**config.mk**
```make
export PLATFORM = sky130hd
export DESIGN_NAME = rr_arbiter8
export DESIGN_NICKNAME = d
export VERILOG_FILES = /design/src/rtl/rr_arbiter8.sv
export SDC_FILE = /design/constraint.sdc
export NUM_CORES = 1
export LEC_CHECK = 0
export BUFFER_PORTS_ARGS = -buffer_cell sky130_fd_sc_hd__buf_4
export CELL_PAD_IN_SITES_DETAIL_PLACEMENT = 2
export CELL_PAD_IN_SITES_GLOBAL_PLACEMENT = 2
export CORE_UTILIZATION = 38
export CTS_BUF_LIST = sky130_fd_sc_hd__clkbuf_2 sky130_fd_sc_hd__clkbuf_4 sky130_fd_sc_hd__clkbuf_8
export CTS_CLUSTER_SIZE = 10
export DETAILED_ROUTE_END_ITERATION = 16
export PLACE_DENSITY = 0.91
export SLEW_MARGIN = 10
export SYNTH_ARGS = -nofsm -noshare
export SYNTH_HDL_FRONTEND = slang
export SYNTH_SLANG_ARGS = --single-unit
export TNS_END_PERCENT = 50
```
**constraint.sdc**
```tcl
create_clock -name clk -period 5.78 [get_ports clk]
set_input_delay 0.867 -clock clk [delete_from_list [all_inputs] [get_ports clk]]
set_output_delay 0.867 -clock clk [all_outputs]
set_load 0.02 [all_outputs]
```
**src/rtl/rr_arbiter8.sv**
```systemverilog
// rr_arbiter8: eight-way round-robin arbiter; a grant is held until its owner drops req.
// Optional hold limit: define RR_ARB_TIMEOUT_EN to revoke any grant after MAX_HOLD cycles.
module rr_arbiter8 #(
    parameter int unsigned MAX_HOLD = 16
) (
    input  logic       clk,
    input  logic       rst,
    input  logic [7:0] req,
    output logic [7:0] gnt,
    output logic [2:0] gnt_idx,
    output logic       gnt_valid,
    output logic       timeout
);

    typedef enum logic {
        IDLE  = 1'b0,
        GRANT = 1'b1
    } state_t;

    state_t     state;
    logic [2:0] ptr;
    logic [7:0] req_rot;
    logic [2:0] rot_idx;
    logic [2:0] win;
    logic       owner_req;
    logic       limit_hit;

    if (MAX_HOLD < 2 || MAX_HOLD > 255) begin : g_bad_max_hold
        $error("rr_arbiter8: MAX_HOLD must be within 2..255");
    end

    // LSB-first 8-to-3 encode; the loop runs high to low so the lowest set bit wins.
    function automatic logic [2:0] lsb_index(input logic [7:0] v);
        lsb_index = 3'd0;
        for (int i = 7; i >= 0; i--) begin
            if (v[i]) lsb_index = 3'(i);
        end
    endfunction

    // Rotate ptr down to bit 0 so plain lowest-bit priority gives round-robin order.
    assign req_rot   = (req >> ptr) | (req << (4'd8 - {1'b0, ptr}));
    assign rot_idx   = lsb_index(req_rot);
    assign win       = ptr + rot_idx;
    assign owner_req = req[gnt_idx];

`ifdef RR_ARB_TIMEOUT_EN
    logic [7:0] hold_cnt;

    // A release on the same edge wins over the limit, so no timeout pulse then.
    assign limit_hit = owner_req && (hold_cnt == 8'(MAX_HOLD));

    always_ff @(posedge clk or posedge rst) begin
        if (rst) begin
            hold_cnt <= 8'd0;
            timeout  <= 1'b0;
        end else begin
            timeout <= (state == GRANT) && limit_hit;
            if (state == IDLE && req != 8'h00) begin
                hold_cnt <= 8'd1;
            end else if (state == GRANT && owner_req && !limit_hit) begin
                hold_cnt <= hold_cnt + 8'd1;
            end
        end
    end
`else
    assign limit_hit = 1'b0;
    assign timeout   = 1'b0;
`endif

    always_ff @(posedge clk or posedge rst) begin
        if (rst) begin
            state     <= IDLE;
            ptr       <= 3'd0;
            gnt       <= 8'h00;
            gnt_idx   <= 3'd0;
            gnt_valid <= 1'b0;
        end else begin
            // NOTE: non-blocking assignments keep every register reading pre-edge values.
            case (state)
                IDLE: begin
                    if (req != 8'h00) begin
                        gnt       <= 8'h01 << win;
                        gnt_idx   <= win;
                        gnt_valid <= 1'b1;
                        state     <= GRANT;
                    end
                end
                GRANT: begin
                    if (!owner_req || limit_hit) begin
                        gnt       <= 8'h00;
                        gnt_idx   <= 3'd0;
                        gnt_valid <= 1'b0;
                        ptr       <= gnt_idx + 3'd1;
                        state     <= IDLE;
                    end
                end
                default: state <= IDLE;
            endcase
        end
    end

endmodule

```
==> results of run 1 <==
## flip-flops by register name, summed over array words and instances (netlist names)
| name | count |
|---|---|
| gnt | 8 |
| gnt_idx | 3 |
| gnt_valid | 1 |
| ptr | 3 |
| state | 1 |
## logic make-up after synthesis
kind of cell,synth area share (%)
adders and majority gates,3.18
xor gates and xnor gates,1.94
other,0.207
buffers and inverters,6.44
muxes,21.7
AOI/OAI and AO/OA,26.3
and+or+nand+nor,18.1
DFF,22.1
## stage by stage
stage                     area (sq um)  worst slack [ns]
after floorplan                   1810              1.69
after global placement            1960              1.64
after detailed placement          1960              1.53
after CTS                         2010              1.32
after global routing              2010             0.966
final                             2010              1.30
## layout make-up
class	count	area (sq um)
fill	477	2460
multi-input combinational	157	1290
sequential	16	400
timing repair buffer	23	173
tap	52	65.1
clock buffer	4	55.1
inverter	7	26.3
## worst max-delay path by stage
stage               startpoint     end  slack [ns]  depth (start not counted)
detailed placement      ptr[0]  gnt[7]        1.53                         15
finish                  ptr[1]  gnt[1]        1.30                         14
global placement        ptr[0]  gnt[1]        1.64                         14
CTS                     ptr[0]  gnt[1]        1.32                         14
global route            ptr[1]  gnt[1]        0.97                         14
floorplan               ptr[0]  gnt[3]        1.69                         21
## metal layers
| metal | share of wire, % | routed length, microns | track usage, % |
|---|---|---|---|
| met3 | 3.3 | 195 | 2.99 |
| met1 | 47 | 2760 | 35.0 |
| met2 | 48 | 2840 | 41.6 |
| met4 | 1.3 | 74 | 5.33 |
| met5 | 0 | 0 | 0 |
## layout by cell type, fill, tap and decap left out, types with 7 or more instances in the layout
cell type and instances:
buf_4 23, dfrtp_1 16, inv_1 7, mux2i_1 11
mux4_2 10, nand2_1 25, nand3_1 7, nor2_1 12
o211ai_1 9, o211ai_2 7
## critical path, stage by stage, from the launching register on
cell	delay (ns)
dfrtp_1	0.37
inv_1	0.10
ha_1	0.60
mux4_2	0.57
inv_1	0.08
o211ai_1	0.13
nand3b_1	0.49
o21ai_1	0.27
nand2b_1	0.10
fa_1	0.45
xnor2_1	0.56
nand4_1	0.28
nor2_1	0.16
o211ai_1	0.12
o311ai_2	0.10
==> metrics.txt, run 1 <==
synthesized area per cell=9.32 sq um; Req. time, crit path=slightly below 6 ns; area share of the leading cell type in the synthesized netlist=22.1%; GRT Total Usage=between 20% and 30%; Worst Min Path Start=gnt_valid; num ports=23; Residual DRC=0; R2R Setup Slk=1.30 ns; Via density=6.47; TritonCTS clock tree=built; Rows=24; vias in the first global route=1794; detailed router's first-iteration violation count=84; worst slew pin tran=approximately 0.83 ns; H-tree depth=1; status=finished clean; Nets=about 220; f_max=223 MHz; WHS Path Cells=2; Die Ht=71.0 microns; synth cell count leaders=nand2_1 (25), dfrtp_1 (16), nor2_1 (12); Synth Flop Type=dfrtp_1; EDFF count, synth=0; worst r2r src=ptr[1]; Seq/Total Area, Yosys=22.1%; Hold WC Path Type=register to register; Final GP Congestion=0.852; R2R depth=14; Num CTS Buffers=3; Crit Path Max Fanout=13; RSZ-0062 raised after global routing=false; Port Buffer Count=21; fin cells=259; initial antenna violation count=0; asr flop ratio synth=100%; Die Footprint=5040 sq um; Syn Nets=208; Seq cells post-synth=16; Max clock buf depth=2; most numerous cell in the Yosys netlist=nand2_1; hold path endpoint=gnt_valid; synth unique cells=55; Core ar.=4470 sq um; DRT Pass-1 Iters=6; largest net degree at the start of global routing=25; die width=71.0 microns; initial core utilization=40.4%; post-CTS sizing=0; kind of critical path=register to register; Routed WL=5870 microns; reg2reg end=gnt[1]; crit share post-route=77.6%; # hold bufs at CTS=0; final hold violation count=0; postcts setup bufs=0; Worst-Skew Late Latency=about 0.25 ns; worst hold slack=0.491 ns; fin crit period=4.48 ns; relative slew slack=43.2%; Area contributors post-synth=dfrtp_1 (22%), mux4_2 (12%), mux2i_1 (6.1%), nand2_1 (5.2%), o211ai_2 (4.8%); Clock Pin Slew Worst Setup and Hold Paths=~0.070 ns; Layout Utilization=44.9%; CP Launch Type=register; MaxCap Viol Count=0; Syn Inst Count=194; wire per inst=around 23 microns; layout cells sized above 1=about a quarter; Yosys top cell by area=dfrtp_1; clk_skew=0.00491 ns; Antenna Nets Post-Route=0; Clock Tree Root=clkbuf_8; Critical Path Sink Type=register; placed cell count=255; Vias=around 1700; synth-to-layout area growth=11.2%; Syn. warnings=0; Finish-stage setup viols=0; crit path DAT=between 4 and 5 ns; grt ovf=0; count of pins over their slew limit=0; Sink Count=16; final setup TNS=0 ns; Post-Syn Area=1810 sq um; DP Wirelength=between 4000 and 5000 microns; first-pass GRT wire length=9830 microns; diode count=0
Power of run 1 is left out: the tool's default activity adds up to more than one toggle a clock period on the data nets, which glitch-free logic cannot reach.
==> run 2, diff against run 1 <==
- CORE_UTILIZATION: 38 -> 34
- PLACE_DENSITY: 0.91 -> 0.87
- clock period: 5.78 -> 4.1 ns (I/O delays scaled with it)
==> run 2 against run 1 <==
  * Sequential share of layout area is 1.1 points lower
  * Critical path depth is 4 higher
  * Global-route usage is 0.67 points higher
  * Register-to-register slack worse by 1.3 ns
  * Final area is 5.9% higher
  * The flow now finishes with violations (design-rule violations)
  * Fmax is 10% higher
  * Wire length is 17% higher
==> metrics.txt, run 2 (synthesis results as in run 1) <==
num ports=23 (unchanged); CP Launch Type=register; crit share post-route=99.4% (+22 points); Die Ht=74.9 microns (+5.6%); Critical Path Sink Type=register; count of pins over their slew limit=0 (unchanged); Residual DRC=1 (+1); kind of critical path=register to register; Max clock buf depth=2 (unchanged); Layout Utilization=41.7% (-3.2 points); relative slew slack=41.4% (-1.8 points); GRT Total Usage=25.6% (+0.67 points); Crit Path Max Fanout=10 (-3); f_max=245 MHz (+10%); clk_skew=0.00517 ns (+0.000259 ns); DP Wirelength=4620 microns (+12%); first-pass GRT wire length=10500 microns (+6.4%); fin crit period=4.08 ns (-0.407 ns); Vias=1769 (+5.5%); post-route cell area=2130 sq um (+5.9%); Final GP Congestion=0.851 (-0.19%); area of the multi-input gates=1310 sq um (+1.6%); Sink Count=16 (unchanged); most frequent cells in the layout=buf_4 (33), nand2_1 (25), dfrtp_1 (16); most common cell after layout, fill and taps aside=buf_4; die width=74.9 microns (+5.6%); largest register by flop count=gnt; diode count=0 (unchanged); Antenna Nets Post-Route=0 (unchanged); Register Area=400 sq um (unchanged); MaxCap Viol Count=0 (unchanged); Port Buffer Count=21 (unchanged); Nets=232 (+4.5%); status=finished, violations left; Num CTS Buffers=3 (unchanged); grt ovf=0 (unchanged); max reg flops=8 (unchanged); Routed WL=6890 microns (+17%); worst slew pin tran=0.855 ns (+0.0263 ns); initial core utilization=35.4% (-5.0 points); final hold violation count=0 (unchanged); Rows=26 (+8.3%); fin cells=287 (+11%); Clock Pin Slew Worst Setup and Hold Paths=0.07 ns (about the same); Via density=6.16 (-4.8%); final setup TNS=0 ns (unchanged); crit path DAT=4.27 ns (-0.37 ns); initial antenna violation count=0 (unchanged); area of placed instances=2030 sq um (+3.8%); failing checks=design-rule violations; largest registers=gnt (8), gnt_idx (3), ptr (3); Die Footprint=5610 sq um (+11%); Clock Tree Root=clkbuf_8; Finish-stage setup viols=0 (unchanged); fillers=574 (+20%); wire per inst=24.0 microns (+6.0%); placed cell count=280 (+9.8%); layout cells sized above 1=30.9% (+5.3 points); Core ar.=5110 sq um (+14%); Worst-Skew Late Latency=0.27 ns (+0.02 ns); Req. time, crit path=4.29 ns (-1.65 ns); synth-to-layout area growth=17.8%; TritonCTS clock tree=built; H-tree depth=1 (unchanged); vias in the first global route=1857 (+3.5%); largest net degree at the start of global routing=25 (unchanged); DRT Pass-1 Iters=10 (+4); Hold WC Path Type=primary input to async pin; detailed router's first-iteration violation count=68 (-19%)
==> run 2: layout make-up <==
| cell class | instances | area share, % |
|---|---|---|
| multi-input cells | 157 | 61.6 |
| flip-flops and latches | 16 | 18.8 |
| repair buffers | 33 | 11.6 |
| well taps | 70 | 4.11 |
| clock buffers | 4 | 2.59 |
| inverters | 7 | 1.23 |
==> run 2: worst max-delay path, stage by stage (launching register included) <==
cell	delay (ns)
dfrtp_1	0.39
inv_1	0.11
ha_4	0.36
mux4_2	0.52
inv_1	0.07
o211ai_1	0.18
a211oi_1	0.41
o31a_1	0.20
o22a_1	0.16
ha_1	0.18
inv_1	0.06
fa_2	0.37
xnor2_1	0.15
buf_4	0.17
nor2_1	0.14
nand3_1	0.15
nor2_1	0.16
o211ai_1	0.12
o211ai_2	0.09
==> run 2: layer usage <==
layer / vias up / share of wire (%) / GRT usage [%]
met5: - / 0 / 0
met4: 0 / 3.1 / 11.1
met3: 20 / 3.3 / 2.54
met2: 53 / 50 / 43.8
met1: 903 / 43 / 32.9
li1: 793 / - / -
==> run 2: final timing paths <==
check	depth (start not counted)	to	startpoint	slack, ns
setup / recovery	18	gnt[7]	ptr[0]	0.02
hold / removal	2	gnt[4]	rst	0.44
setup reg to reg	18	gnt[7]	ptr[0]	0.02
hold reg to reg	2	gnt[4]	gnt[4]	0.50
max in group asynchronous	2	gnt_idx[2]	rst	3.23
min in group clk	2	gnt[4]	gnt[4]	0.50
==> run 2: metrics by stage <==
step / hold WS, ns / setup WS (ns)
after CTS: 0.469 / 0.108
after global routing: 0.504 / -0.236
after global placement: 0.469 / 0.269
after floorplan: 0.529 / 0.00801
after detailed placement: 0.490 / -0.0280
final: 0.442 / 0.0242
==> run 2: what timing repair did <==
item                                    in CTS  in global routing
endpoints found under the setup margin       2                  4
endpoints found under the hold margin        0                  0
gates resized for setup                      2                  3
pin swaps                                    0                  1
buffers inserted                             0                  3
hold buffers                                 0                  0
Power of run 2 is left out for the same reason.
